`config.mk`:
```
export PLATFORM = sky130hd
export DESIGN_NAME = rf_2p_gen_flat
export DESIGN_NICKNAME = d
export VERILOG_FILES = /design/src/rtl/rf_2p_gen_pkg.sv /design/src/rtl/rf_2p_gen_if.sv /design/src/rtl/rf_2p_gen_array.sv /design/src/rtl/rf_2p_gen.sv /design/src/flat_wrapper.sv
export SDC_FILE = /design/constraint.sdc
export NUM_CORES = 1
export LEC_CHECK = 0
export CORE_ASPECT_RATIO = 0.7
export CORE_MARGIN = 3
export CORE_UTILIZATION = 40
export DETAILED_ROUTE_END_ITERATION = 8
export SETUP_SLACK_MARGIN = 0.3
export SKIP_CTS_REPAIR_TIMING = 1
export SYNTH_ARGS = -nofsm -noshare
export SYNTH_HDL_FRONTEND = slang
export SYNTH_SLANG_ARGS = --single-unit
```
`constraint.sdc`:
```
create_clock -name i_clk -period 2 [get_ports i_clk]
set_clock_uncertainty 0.05 [all_clocks]
set_input_delay 0.5 -clock i_clk [delete_from_list [all_inputs] [get_ports i_clk]]
set_output_delay 0.5 -clock i_clk [all_outputs]
set_load 0.005 [all_outputs]
```
`src/rtl/rf_2p_gen_pkg.sv`:
```
// Shared types and lane helpers for the generic 2-port register file.
// Merge helper works on MAX_DW/MAX_LANES containers; callers zero-extend in and cast back.
package rf2p_pkg;

    typedef enum logic {
        S_CLEAR = 1'b0,
        S_READY = 1'b1
    } rf2p_state_e;

    localparam int MAX_DW    = 1024;
    localparam int MAX_LANES = 64;

    function automatic int lane_width(input int dw, input int lanes);
        return dw / lanes;
    endfunction

    // Bits whose lane mask is set take new_w, the rest keep old_w.
    function automatic logic [MAX_DW-1:0] merge_lanes(
        input logic [MAX_DW-1:0]    old_w,
        input logic [MAX_DW-1:0]    new_w,
        input logic [MAX_LANES-1:0] mask,
        input int                   lw
    );
        logic [MAX_DW-1:0] r;
        int                l;
        r = old_w;
        for (int b = 0; b < MAX_DW; b++) begin
            l = b / lw;
            if (l < MAX_LANES) begin
                if (mask[l]) r[b] = new_w[b];
            end
        end
        return r;
    endfunction

endpackage

```
`src/rtl/rf_2p_gen_if.sv`:
```
// Request/response bundle between a buffer controller (master) and rf_2p_gen (slave).
interface rf_2p_gen_if #(
    parameter int AWd   = 4,
    parameter int DWd   = 32,
    parameter int LANES = 4
);
    logic             i_read;
    logic [AWd-1:0]   i_raddr;
    logic             i_write;
    logic [AWd-1:0]   i_waddr;
    logic [DWd-1:0]   i_wdata;
    logic [LANES-1:0] i_wmask;
    logic             i_clr;
    logic [DWd-1:0]   o_rdata;
    logic             o_rvalid;
    logic             o_ready;

    modport master (
        output i_read, i_raddr, i_write, i_waddr, i_wdata, i_wmask, i_clr,
        input  o_rdata, o_rvalid, o_ready
    );

    modport slave (
        input  i_read, i_raddr, i_write, i_waddr, i_wdata, i_wmask, i_clr,
        output o_rdata, o_rvalid, o_ready
    );
endinterface

```
`src/rtl/rf_2p_gen_array.sv`:
```
// Behavioural WORDS x DWd storage: lane-masked synchronous write, asynchronous read.
// Out-of-range write addresses are dropped and out-of-range reads return zero.
module rf2p_array
    import rf2p_pkg::*;
#(
    parameter int WORDS = 12,
    parameter int DWd   = 32,
    parameter int LANES = 4,
    parameter int AWd   = $clog2(WORDS)
) (
    input  logic             i_clk,
    input  logic             we,
    input  logic [AWd-1:0]   waddr,
    input  logic [DWd-1:0]   wdata,
    input  logic [LANES-1:0] wmask,
    input  logic [AWd-1:0]   raddr,
    output logic [DWd-1:0]   rdata
);
    localparam int             LWd     = lane_width(DWd, LANES);
    localparam logic [AWd:0]   WORDS_X = (AWd+1)'(WORDS);

    logic [DWd-1:0] mem [WORDS];

    always_ff @(posedge i_clk) begin
        if (we && ({1'b0, waddr} < WORDS_X))
            mem[waddr] <= DWd'(merge_lanes(MAX_DW'(mem[waddr]), MAX_DW'(wdata),
                                           MAX_LANES'(wmask), LWd));
    end

    assign rdata = ({1'b0, raddr} < WORDS_X) ? mem[raddr] : '0;

endmodule

```
`src/rtl/rf_2p_gen.sv`:
```
// Generic 1R/1W register file with auto-clear sweep, read-valid strobe and write bypass.
// Define RF2P_OUTREG_EN to add a second output register stage (read latency 2).
module rf_2p_gen
    import rf2p_pkg::*;
#(
    parameter int WORDS  = 12,
    parameter int DWd    = 32,
    parameter int LANES  = 4,
    parameter int AWd    = $clog2(WORDS),
    parameter int BYPASS = 1
) (
    input  logic        i_clk,
    input  logic        i_rst,
    rf_2p_gen_if.slave  bus
);
    localparam int             LWd     = lane_width(DWd, LANES);
    localparam logic [AWd:0]   WORDS_X = (AWd+1)'(WORDS);
    localparam logic [AWd-1:0] LAST_A  = AWd'(WORDS-1);

    rf2p_state_e      state_q, state_d;
    logic [AWd-1:0]   clr_addr_q, clr_addr_d;

    logic             arr_we;
    logic [AWd-1:0]   arr_waddr;
    logic [DWd-1:0]   arr_wdata;
    logic [LANES-1:0] arr_wmask;
    logic [DWd-1:0]   arr_rdata;

    logic             rd_fire;
    logic             raddr_ok, waddr_ok, wr_hit;
    logic [DWd-1:0]   rd_word;

    logic [DWd-1:0]   rdata1_q;
    logic             rvalid1_q;

    assign raddr_ok = {1'b0, bus.i_raddr} < WORDS_X;
    assign waddr_ok = {1'b0, bus.i_waddr} < WORDS_X;

    always_ff @(posedge i_clk) begin
        if (i_rst) begin
            state_q    <= S_CLEAR;
            clr_addr_q <= '0;
        end else begin
            state_q    <= state_d;
            clr_addr_q <= clr_addr_d;
        end
    end

    // The sweep owns the write port while clearing; requests are ignored.
    always_comb begin
        state_d    = state_q;
        clr_addr_d = clr_addr_q;
        arr_we     = 1'b0;
        arr_waddr  = bus.i_waddr;
        arr_wdata  = bus.i_wdata;
        arr_wmask  = bus.i_wmask;
        rd_fire    = 1'b0;
        case (state_q)
            S_CLEAR: begin
                arr_we    = 1'b1;
                arr_waddr = clr_addr_q;
                arr_wdata = '0;
                arr_wmask = '1;
                if (clr_addr_q == LAST_A) begin
                    state_d    = S_READY;
                    clr_addr_d = '0;
                end else begin
                    clr_addr_d = clr_addr_q + 1'b1;
                end
            end
            S_READY: begin
                arr_we  = bus.i_write && waddr_ok;
                rd_fire = bus.i_read;
                if (bus.i_clr) begin
                    state_d    = S_CLEAR;
                    clr_addr_d = '0;
                end
            end
            default: state_d = S_CLEAR;
        endcase
    end

    rf2p_array #(
        .WORDS (WORDS),
        .DWd   (DWd),
        .LANES (LANES),
        .AWd   (AWd)
    ) u_array (
        .i_clk (i_clk),
        .we    (arr_we),
        .waddr (arr_waddr),
        .wdata (arr_wdata),
        .wmask (arr_wmask),
        .raddr (bus.i_raddr),
        .rdata (arr_rdata)
    );

    assign wr_hit = (BYPASS != 0) && bus.i_write && waddr_ok && (bus.i_waddr == bus.i_raddr);

    always_comb begin
        rd_word = '0;
        if (raddr_ok) begin
            if (wr_hit)
                rd_word = DWd'(merge_lanes(MAX_DW'(arr_rdata), MAX_DW'(bus.i_wdata),
                                           MAX_LANES'(bus.i_wmask), LWd));
            else
                rd_word = arr_rdata;
        end
    end

    always_ff @(posedge i_clk) begin
        if (i_rst) begin
            rdata1_q  <= '0;
            rvalid1_q <= 1'b0;
        end else begin
            rvalid1_q <= rd_fire;
            if (rd_fire) rdata1_q <= rd_word;
        end
    end

`ifdef RF2P_OUTREG_EN
    logic [DWd-1:0] rdata2_q;
    logic           rvalid2_q;

    always_ff @(posedge i_clk) begin
        if (i_rst) begin
            rdata2_q  <= '0;
            rvalid2_q <= 1'b0;
        end else begin
            rvalid2_q <= rvalid1_q;
            if (rvalid1_q) rdata2_q <= rdata1_q;
        end
    end

    assign bus.o_rdata  = rdata2_q;
    assign bus.o_rvalid = rvalid2_q;
`else
    assign bus.o_rdata  = rdata1_q;
    assign bus.o_rvalid = rvalid1_q;
`endif

    assign bus.o_ready = (state_q == S_READY);

endmodule
```
`src/flat_wrapper.sv`:
```
// flat-port wrapper written by rule: the top's interface ports become plain ports
module rf_2p_gen_flat import rf2p_pkg::*;
#(
    parameter int WORDS  = 12,
    parameter int DWd    = 32,
    parameter int LANES  = 4,
    parameter int AWd    = $clog2(WORDS),
    parameter int BYPASS = 1
)
  (i_clk, i_rst, bus_i_read, bus_i_raddr, bus_i_write, bus_i_waddr, bus_i_wdata, bus_i_wmask, bus_i_clr, bus_o_rdata, bus_o_rvalid, bus_o_ready);
  rf_2p_gen_if #(.AWd(AWd), .DWd(DWd), .LANES(LANES)) bus_i ();
  input  logic i_clk;
  input  logic i_rst;
  input wire logic [$bits(bus_i.i_read)-1:0] bus_i_read;
  input wire logic [$bits(bus_i.i_raddr)-1:0] bus_i_raddr;
  input wire logic [$bits(bus_i.i_write)-1:0] bus_i_write;
  input wire logic [$bits(bus_i.i_waddr)-1:0] bus_i_waddr;
  input wire logic [$bits(bus_i.i_wdata)-1:0] bus_i_wdata;
  input wire logic [$bits(bus_i.i_wmask)-1:0] bus_i_wmask;
  input wire logic [$bits(bus_i.i_clr)-1:0] bus_i_clr;
  output wire logic [$bits(bus_i.o_rdata)-1:0] bus_o_rdata;
  output wire logic [$bits(bus_i.o_rvalid)-1:0] bus_o_rvalid;
  output wire logic [$bits(bus_i.o_ready)-1:0] bus_o_ready;
  assign bus_i.i_read = bus_i_read;
  assign bus_i.i_raddr = bus_i_raddr;
  assign bus_i.i_write = bus_i_write;
  assign bus_i.i_waddr = bus_i_waddr;
  assign bus_i.i_wdata = bus_i_wdata;
  assign bus_i.i_wmask = bus_i_wmask;
  assign bus_i.i_clr = bus_i_clr;
  assign bus_o_rdata = bus_i.o_rdata;
  assign bus_o_rvalid = bus_i.o_rvalid;
  assign bus_o_ready = bus_i.o_ready;
  rf_2p_gen #(.WORDS(WORDS), .DWd(DWd), .LANES(LANES), .AWd(AWd), .BYPASS(BYPASS)) u_core (.i_clk(i_clk), .i_rst(i_rst), .bus(bus_i));
endmodule
```
==> impl_metrics.xml, run 1 <==
<?xml version="1.0" encoding="UTF-8"?>
<metrics>
  <group name="status">
    <metric name="run_status" unit="">finished with violations</metric>
    <metric name="failing_checks" unit="">setup timing</metric>
  </group>
  <group name="global_route">
    <metric name="grt_pass1_vias" unit="">10200</metric>
    <metric name="grt.total_usage" unit="%">20.0</metric>
    <metric name="grt_overflow" unit="">0</metric>
    <metric name="first_pass_grt_wire_length" unit="mm">66.3</metric>
    <metric name="antenna_violations_before_repair" unit="">1</metric>
    <metric name="grt_max_degree" unit="">33</metric>
  </group>
  <group name="timing">
    <metric name="worst_slack" unit="ps">-54.8</metric>
    <metric name="final.setup.tns" unit="ps">-540</metric>
    <metric name="actual_slew_at_the_worst_max_slew_pin" unit="ps">531</metric>
    <metric name="setup-violations-final" unit="">42</metric>
    <metric name="timing_max_transition_violations_final" unit="">0</metric>
    <metric name="slew_headroom" unit="%">64.6</metric>
    <metric name="max_freq" unit="GHz">0.487</metric>
    <metric name="grt_setup_unrepaired" unit="">yes</metric>
    <metric name="final.period_utilization" unit="%">103</metric>
    <metric name="finalHoldViolations" unit="">0</metric>
    <metric name="layout_min_cycle_time" unit="ps">2050</metric>
  </group>
  <group name="critical_path">
    <metric name="path_class" unit="">reg2reg</metric>
    <metric name="critical_path.max_stage_delay" unit="ps">460</metric>
    <metric name="capturing_instance_or_port_of_the_critical_path" unit="">u_core.bus.o_rdata[29]</metric>
    <metric name="worst_setup_path_startpoint" unit="">u_core.bus.o_ready</metric>
    <metric name="timing.reg2reg.worst_path_depth" unit="">9</metric>
    <metric name="critical-path-top-cell-by-count" unit="">buf_12</metric>
    <metric name="critPathLaunchType" unit="">flip-flop</metric>
    <metric name="crit_cells" unit="">9</metric>
    <metric name="worst_setup_path_end_kind" unit="">flip-flop</metric>
    <metric name="data_arrival_critical_path" unit="ps">2430</metric>
    <metric name="cp_top_family" unit="">compound AO/OA/AOI/OAI gates</metric>
    <metric name="crit_path_top_delay_cell" unit="">a222oi_1</metric>
    <metric name="crit_required" unit="ps">2380</metric>
    <metric name="capturing_point_of_the_worst_reg2reg_path" unit="">u_core.bus.o_rdata[29]</metric>
    <metric name="reg2reg_slack" unit="ps">-50</metric>
    <metric name="critPathMaxFanout" unit="">6</metric>
    <metric name="critical_path.cell_chain" unit="">buf_8, buf_12, buf_12, nand2_8, buf_12, clkbuf_16, a222oi_1, o2111ai_1, o2111a_1</metric>
    <metric name="timing.rr.start" unit="">u_core.bus.o_ready</metric>
    <metric name="cp_num_buf_inv" unit="">5</metric>
  </group>
  <group name="synthesis">
    <metric name="synth-async-reset-ratio" unit="%">0</metric>
    <metric name="synth_cell_types" unit="">40</metric>
    <metric name="synth_enable_flop_cells" unit="">384</metric>
    <metric name="yosysSeqAreaShare" unit="%">72.2</metric>
    <metric name="synth_register_bits" unit="">422</metric>
    <metric name="synthAdderAreaFrac" unit="%">0.0734</metric>
    <metric name="synth_top_family_by_area" unit="">multiplexers</metric>
    <metric name="syn-instance-count" unit="">960</metric>
    <metric name="postSynthNetCount" unit="">1010</metric>
    <metric name="synthXorXnorAreaFrac" unit="%">0.206</metric>
    <metric name="synthesis.area" unit="um^2">17000</metric>
    <metric name="ys_dominant_reg_cell" unit="">edfxtp_1</metric>
    <metric name="syn-mean-instance-area" unit="um^2">17.7</metric>
    <metric name="synthSimpleGateAreaFrac" unit="%">6.13</metric>
    <metric name="yosys_warnings" unit="">0</metric>
    <metric name="post_synth_mux_area_share" unit="%">12.7</metric>
    <metric name="synth_compound_area_share" unit="%">6.73</metric>
  </group>
  <group name="die">
    <metric name="std_cell_rows" unit="">62</metric>
    <metric name="die-width" unit="um">253</metric>
    <metric name="die-height" unit="um">179</metric>
    <metric name="core_area" unit="um^2">41500</metric>
    <metric name="starting_density_of_the_core" unit="%">41.0</metric>
    <metric name="die-area" unit="um^2">45100</metric>
    <metric name="ios" unit="">83</metric>
  </group>
  <group name="clock_network">
    <metric name="clk_path_buf_depth" unit="">3</metric>
    <metric name="cts_htree_levels" unit="">2</metric>
    <metric name="cts.clk_slew.worst_paths" unit="ps">60</metric>
    <metric name="cts.root.buffer_cell" unit="">clkbuf_16</metric>
    <metric name="numClockSinks" unit="">422</metric>
    <metric name="cts-buffers-inserted" unit="">42</metric>
    <metric name="cts_tree" unit="">done</metric>
    <metric name="clk_latency" unit="ps">550</metric>
  </group>
  <group name="placed_design">
    <metric name="post-dp-hpwl" unit="mm">30.2</metric>
    <metric name="place_congestion" unit="">0.824</metric>
    <metric name="place.port_buffers" unit="">82</metric>
    <metric name="cell_area_reported_after_detailed_placement" unit="um^2">20500</metric>
    <metric name="preCtsSetupSlack" unit="ps">-650</metric>
  </group>
  <group name="power_and_ir_drop">
    <metric name="max-vdd-ir-drop" unit="mV">0.908</metric>
    <metric name="leakage" unit="uW">0.00813</metric>
    <metric name="p_per_area" unit="nW/um^2">854</metric>
  </group>
  <group name="detailed_routing">
    <metric name="antenna_left" unit="">0</metric>
    <metric name="wl_per_cell" unit="um">25.9</metric>
    <metric name="drt_iter0_markers" unit="">1149</metric>
    <metric name="route.detailed.vias_per_inst" unit="">5.66</metric>
    <metric name="router_iterations_before_antenna_repair" unit="">7</metric>
    <metric name="totalWireLength" unit="mm">46.2</metric>
    <metric name="post-route-drc-count" unit="">0</metric>
    <metric name="num_vias" unit="">10100</metric>
  </group>
  <group name="finish">
    <metric name="post-route-cell-area" unit="um^2">23000</metric>
    <metric name="final_cell_mix" unit="">edfxtp_1, buf_4, buf_12, mux4_2, mux2_2</metric>
    <metric name="mostFrequentLayoutCell" unit="">edfxtp_1</metric>
    <metric name="areaGrowthSynthToFinish" unit="%">35.0</metric>
    <metric name="n_antenna_cell" unit="">0</metric>
    <metric name="final_net_count" unit="">1257</metric>
    <metric name="ratio_of_cells_with_drive_above_1_in_the_final_layout" unit="%">39.9</metric>
  </group>
  <group name="job">
    <metric name="timing.max_cap.violations" unit="">0</metric>
  </group>
  <group name="worst_hold_path">
    <metric name="hold_path.class" unit="">reg2reg</metric>
  </group>
</metrics>
Yosys cell counts (2+ instances only):
master	n	area share [%]
nor2b_1	3	0.11
o21ai_0	7	0.21
nand2_1	72	1.6
nand2b_1	36	1.3
a21oi_1	5	0.15
o2111a_1	32	2.1
mux2_2	62	4.1
a222oi_1	32	1.9
buf_2	12	0.35
a31oi_1	4	0.15
edfxtp_1	384	68
o211ai_1	4	0.18
nand2_2	4	0.15
and2_1	33	1.2
clkbuf_1	34	0.75
a22oi_1	4	0.18
nand3b_1	4	0.18
buf_6	8	0.53
buf_4	5	0.22
or3_1	6	0.22
o31ai_1	2	0.088
buf_1	3	0.066
o2111ai_1	28	1.4
dfxtp_1	38	4.5
mux2_1	2	0.13
mux4_2	64	8.5
xnor2_1	4	0.21
nor2_1	56	1.2
final cells by class:
class,count,area (um^2)
clock buffers,54,1180
clock inverters,24,280
fillers,3155,18500
repair buffers,266,3440
multi-input cells,474,5080
inverters,1,16.3
well taps,544,681
flip-flops and latches,422,12300
where the power goes:
part           internal (uW)  leakage [uW]  switching (uW)  total [uW]
logic                    750       0.00382             748        1500
clock network           4960      0.000718            3340        8310
registers               9770       0.00359            66.7        9840
worst register-to-register path, cell delays in order (launching register included):
cell	delay (ps)
dfxtp_4	380
buf_8	150
buf_12	110
buf_12	90
nand2_8	60
buf_12	150
clkbuf_16	150
a222oi_1	470
o2111ai_1	180
o2111a_1	160
registers in the layout (all words and copies together), names as in the netlist:
| register | cells |
|---|---|
| u_core.bus.o_rvalid | 1 |
| u_core.bus.o_rdata | 32 |
| u_core.u_array.mem | 384 |
| u_core.clr_addr_q | 4 |
| u_core.bus.o_ready | 1 |
cells by family (layout without fill, tap and decap cells):
logic type,count (synthesis),in the layout
adder cells (fa/ha/maj),1,1
multiplexers,128,128
AO/OA/AOI/OAI,124,124
XOR/XNOR,4,4
flip-flops,422,422
AND/OR/NAND/NOR,217,217
buffers and inverters,64,345
worst min-delay path by stage:
stage	from	endpoint	slack, ps	cells after the start
after floorplan	u_core.clr_addr_q[2]	u_core.clr_addr_q[2]	470	2
after global placement	u_core.bus.o_rdata[15]	u_core.bus.o_rdata[15]	540	2
after detailed placement	u_core.bus.o_rdata[15]	u_core.bus.o_rdata[15]	550	2
after CTS	u_core.bus.o_rdata[15]	u_core.bus.o_rdata[15]	570	2
after global routing	u_core.clr_addr_q[2]	u_core.clr_addr_q[2]	580	2
final	u_core.clr_addr_q[2]	u_core.clr_addr_q[2]	560	2
layer usage:
metal / vias to the layer above / GRT usage [%] / part of all wire (%)
met3: 67 / 3.74 / 6.9
met4: 2 / 4.32 / 1.8
li1: 4410 / - / -
met1: 5242 / 30.5 / 47
met5: - / 0 / 0.024
met2: 382 / 29.9 / 44
per-stage QoR:
step / std cells / util, % / hold WS (ps) / power [uW]
3_5_place_dp: 1669 / 49.4 / 552 / 11400
3_3_place_gp: 1669 / 49.4 / 544 / 11400
2_1_floorplan: 960 / - / 472 / 10700
4_1_cts: 1747 / 52.9 / 567 / 19700
6_report: 1785 / 55.4 / 560 / 19600
5_1_grt: 1785 / 55.4 / 581 / 20300
Note: power is estimated with default switching activity, not from simulation.
==> run 2: changes to the inputs <==
--- a/config.mk
+++ b/config.mk
@@ -9,8 +9,10 @@
 export CORE_MARGIN = 3
 export CORE_UTILIZATION = 40
 export DETAILED_ROUTE_END_ITERATION = 8
+export MAX_ROUTING_LAYER = met4
 export SETUP_SLACK_MARGIN = 0.3
 export SKIP_CTS_REPAIR_TIMING = 1
+export SLEW_MARGIN = 20
 export SYNTH_ARGS = -nofsm -noshare
 export SYNTH_HDL_FRONTEND = slang
 export SYNTH_SLANG_ARGS = --single-unit
==> impl_metrics.xml, run 2 (synthesized netlist as in run 1, its figures left out) <==
<?xml version="1.0" encoding="UTF-8"?>
<metrics>
  <group name="detailed_routing">
    <metric name="highest_metal_layer_with_signal_wires" unit="">met4</metric>
    <metric name="route.detailed.vias_per_inst" unit="">5.65</metric>
    <metric name="num_vias" unit="">10100</metric>
    <metric name="wl_per_cell" unit="um">25.8</metric>
    <metric name="antenna_left" unit="">0</metric>
    <metric name="wl_met3" unit="mm">2.96</metric>
    <metric name="router_iterations_before_antenna_repair" unit="">6</metric>
    <metric name="detailroute.wirelength.met2" unit="mm">20.5</metric>
    <metric name="met1Wirelength" unit="mm">21.8</metric>
    <metric name="post-route-drc-count" unit="">0</metric>
    <metric name="totalWireLength" unit="mm">46.1</metric>
    <metric name="drt_iter0_markers" unit="">1063</metric>
  </group>
  <group name="clock_network">
    <metric name="clk_latency" unit="ps">550</metric>
    <metric name="cts-buffers-inserted" unit="">42</metric>
    <metric name="cts.root.buffer_cell" unit="">clkbuf_16</metric>
    <metric name="cts_htree_levels" unit="">2</metric>
    <metric name="clk_path_buf_depth" unit="">3</metric>
    <metric name="numClockSinks" unit="">422</metric>
    <metric name="cts.clk_slew.worst_paths" unit="ps">60</metric>
    <metric name="cts_tree" unit="">done</metric>
  </group>
  <group name="timing">
    <metric name="finalHoldViolations" unit="">0</metric>
    <metric name="grt_setup_unrepaired" unit="">yes</metric>
    <metric name="slew_headroom" unit="%">64.3</metric>
    <metric name="max_freq" unit="GHz">0.491</metric>
    <metric name="setup-violations-final" unit="">12</metric>
    <metric name="final.period_utilization" unit="%">102</metric>
    <metric name="timing_max_transition_violations_final" unit="">0</metric>
    <metric name="layout_min_cycle_time" unit="ps">2040</metric>
    <metric name="worst_slack" unit="ps">-37.9</metric>
    <metric name="actual_slew_at_the_worst_max_slew_pin" unit="ps">535</metric>
  </group>
  <group name="die">
    <metric name="core_area" unit="um^2">41500</metric>
    <metric name="die-width" unit="um">253</metric>
    <metric name="starting_density_of_the_core" unit="%">41.0</metric>
    <metric name="ios" unit="">83</metric>
    <metric name="std_cell_rows" unit="">62</metric>
    <metric name="die-height" unit="um">179</metric>
    <metric name="die-area" unit="um^2">45100</metric>
  </group>
  <group name="finish">
    <metric name="areaGrowthSynthToFinish" unit="%">35.0</metric>
    <metric name="mostFrequentLayoutCell" unit="">edfxtp_1</metric>
    <metric name="ratio_of_cells_with_drive_above_1_in_the_final_layout" unit="%">40.4</metric>
    <metric name="max_ffs_per_register" unit="">384</metric>
    <metric name="registers.top_by_ff_count" unit="">u_core.u_array.mem</metric>
    <metric name="finish.cell_count_without_fillers" unit="">1786</metric>
    <metric name="nFillCells" unit="">3163</metric>
    <metric name="final_net_count" unit="">1256</metric>
    <metric name="final_cell_mix" unit="">edfxtp_1, buf_4, buf_12, mux4_2, mux2_2</metric>
  </group>
  <group name="status">
    <metric name="run_status" unit="">finished with violations</metric>
    <metric name="failing_checks" unit="">setup timing</metric>
  </group>
  <group name="placed_design">
    <metric name="post-place-cells" unit="">1669</metric>
    <metric name="place_congestion" unit="">0.836</metric>
    <metric name="post-dp-hpwl" unit="mm">30.2</metric>
    <metric name="place.port_buffers" unit="">82</metric>
  </group>
  <group name="worst_hold_path">
    <metric name="hold_path.class" unit="">reg2reg</metric>
    <metric name="hold_start" unit="">u_core.clr_addr_q[2]</metric>
  </group>
  <group name="critical_path">
    <metric name="critical_path.cell_chain" unit="">buf_8, buf_12, buf_12, nand2_8, buf_12, clkbuf_16, a222oi_1, o2111ai_1, o2111a_1</metric>
    <metric name="cp_top_family" unit="">compound AO/OA/AOI/OAI gates</metric>
    <metric name="crit_cells" unit="">9</metric>
    <metric name="cp_num_buf_inv" unit="">5</metric>
    <metric name="critical_path.max_stage_delay" unit="ps">450</metric>
    <metric name="capturing_instance_or_port_of_the_critical_path" unit="">u_core.bus.o_rdata[29]</metric>
    <metric name="critPathLaunchType" unit="">flip-flop</metric>
    <metric name="crit_path_top_delay_cell" unit="">a222oi_1</metric>
    <metric name="timing.reg2reg.worst_path_depth" unit="">9</metric>
    <metric name="path_class" unit="">reg2reg</metric>
    <metric name="crit_required" unit="ps">2380</metric>
    <metric name="worst_setup_path_end_kind" unit="">flip-flop</metric>
    <metric name="worst_setup_path_startpoint" unit="">u_core.bus.o_ready</metric>
    <metric name="critical-path-top-cell-by-count" unit="">buf_12</metric>
    <metric name="data_arrival_critical_path" unit="ps">2410</metric>
    <metric name="reg2reg_slack" unit="ps">-40</metric>
    <metric name="timing.rr.start" unit="">u_core.bus.o_ready</metric>
    <metric name="capturing_point_of_the_worst_reg2reg_path" unit="">u_core.bus.o_rdata[29]</metric>
    <metric name="critPathMaxFanout" unit="">6</metric>
  </group>
  <group name="global_route">
    <metric name="first_pass_grt_wire_length" unit="mm">66.4</metric>
    <metric name="grt_pass1_vias" unit="">10200</metric>
    <metric name="grt_max_degree" unit="">33</metric>
    <metric name="antenna_violations_before_repair" unit="">1</metric>
    <metric name="grt_overflow" unit="">0</metric>
    <metric name="grt.total_usage" unit="%">20.6</metric>
  </group>
  <group name="power_and_ir_drop">
    <metric name="leakage" unit="uW">0.00814</metric>
    <metric name="totalPowerFinal" unit="uW">19700</metric>
    <metric name="p_per_area" unit="nW/um^2">855</metric>
    <metric name="max-vdd-ir-drop" unit="mV">0.910</metric>
  </group>
  <group name="job">
    <metric name="timing.max_cap.violations" unit="">0</metric>
  </group>
</metrics>
run 2: changes by cell type in the layout (fill, tap and decap cells not counted), sizes merged:
cell    before  now
inv          1    2
diode        0    2
clkbuf      62   61
clkinv      17   16
run 2: per-layer routing:
metal	track usage (%)	vias to the layer above
met5	-	-
li1	-	4419
met2	29.9	376
met1	30.7	5238
met3	3.39	65
met4	4.32	0
run 2: metrics by stage:
step / hold slack (ps) / util (%) / TNS (ps) / worst slack (ps) / instance area, um^2
after floorplan: 472 / - / 0 / 134 / 17500
after global placement: 544 / 49.4 / -207960 / -643 / 20500
after detailed placement: 552 / 49.4 / -216940 / -650 / 20500
after CTS: 567 / 52.9 / -3040 / -344 / 22000
after global routing: 574 / 55.4 / -1970 / -51.8 / 23000
final: 552 / 55.4 / -174 / -37.9 / 23000
run 2: layout make-up:
class / count / area (um^2) / share of cell area [%]
Sequential cell: 422 / 12300 / 53.6
Multi-Input combinational cell: 474 / 5080 / 22.1
Timing Repair Buffer: 265 / 3430 / 14.9
Clock buffer: 54 / 1180 / 5.13
Tap cell: 544 / 681 / 2.96
Clock inverter: 24 / 280 / 1.22
Inverter: 1 / 11.3 / 0.0490
Antenna cell: 2 / 5.00 / 0.0218
run 2: worst min path at each step:
stage | to | slack [ps] | cells past startpoint
floorplan | u_core.clr_addr_q[2] | 470 | 2
global placement | u_core.bus.o_rdata[15] | 540 | 2
detailed placement | u_core.bus.o_rdata[15] | 550 | 2
CTS | u_core.bus.o_rdata[15] | 570 | 2
global route | u_core.clr_addr_q[2] | 570 | 2
finish | u_core.clr_addr_q[2] | 550 | 2
run 2: worst reg2reg max path, cell delays in order, from the launching register on:
cell	delay [ps]
dfxtp_4	380
buf_8	140
buf_12	110
buf_12	90
nand2_8	60
buf_12	150
clkbuf_16	150
a222oi_1	460
o2111ai_1	180
o2111a_1	160
run 2: power by group:
part	internal, uW	switching, uW	leakage [uW]	total, uW
combinational	752	749	0.00383	1500
sequential	9770	65.7	0.00359	9840
clock	4960	3360	0.000718	8320
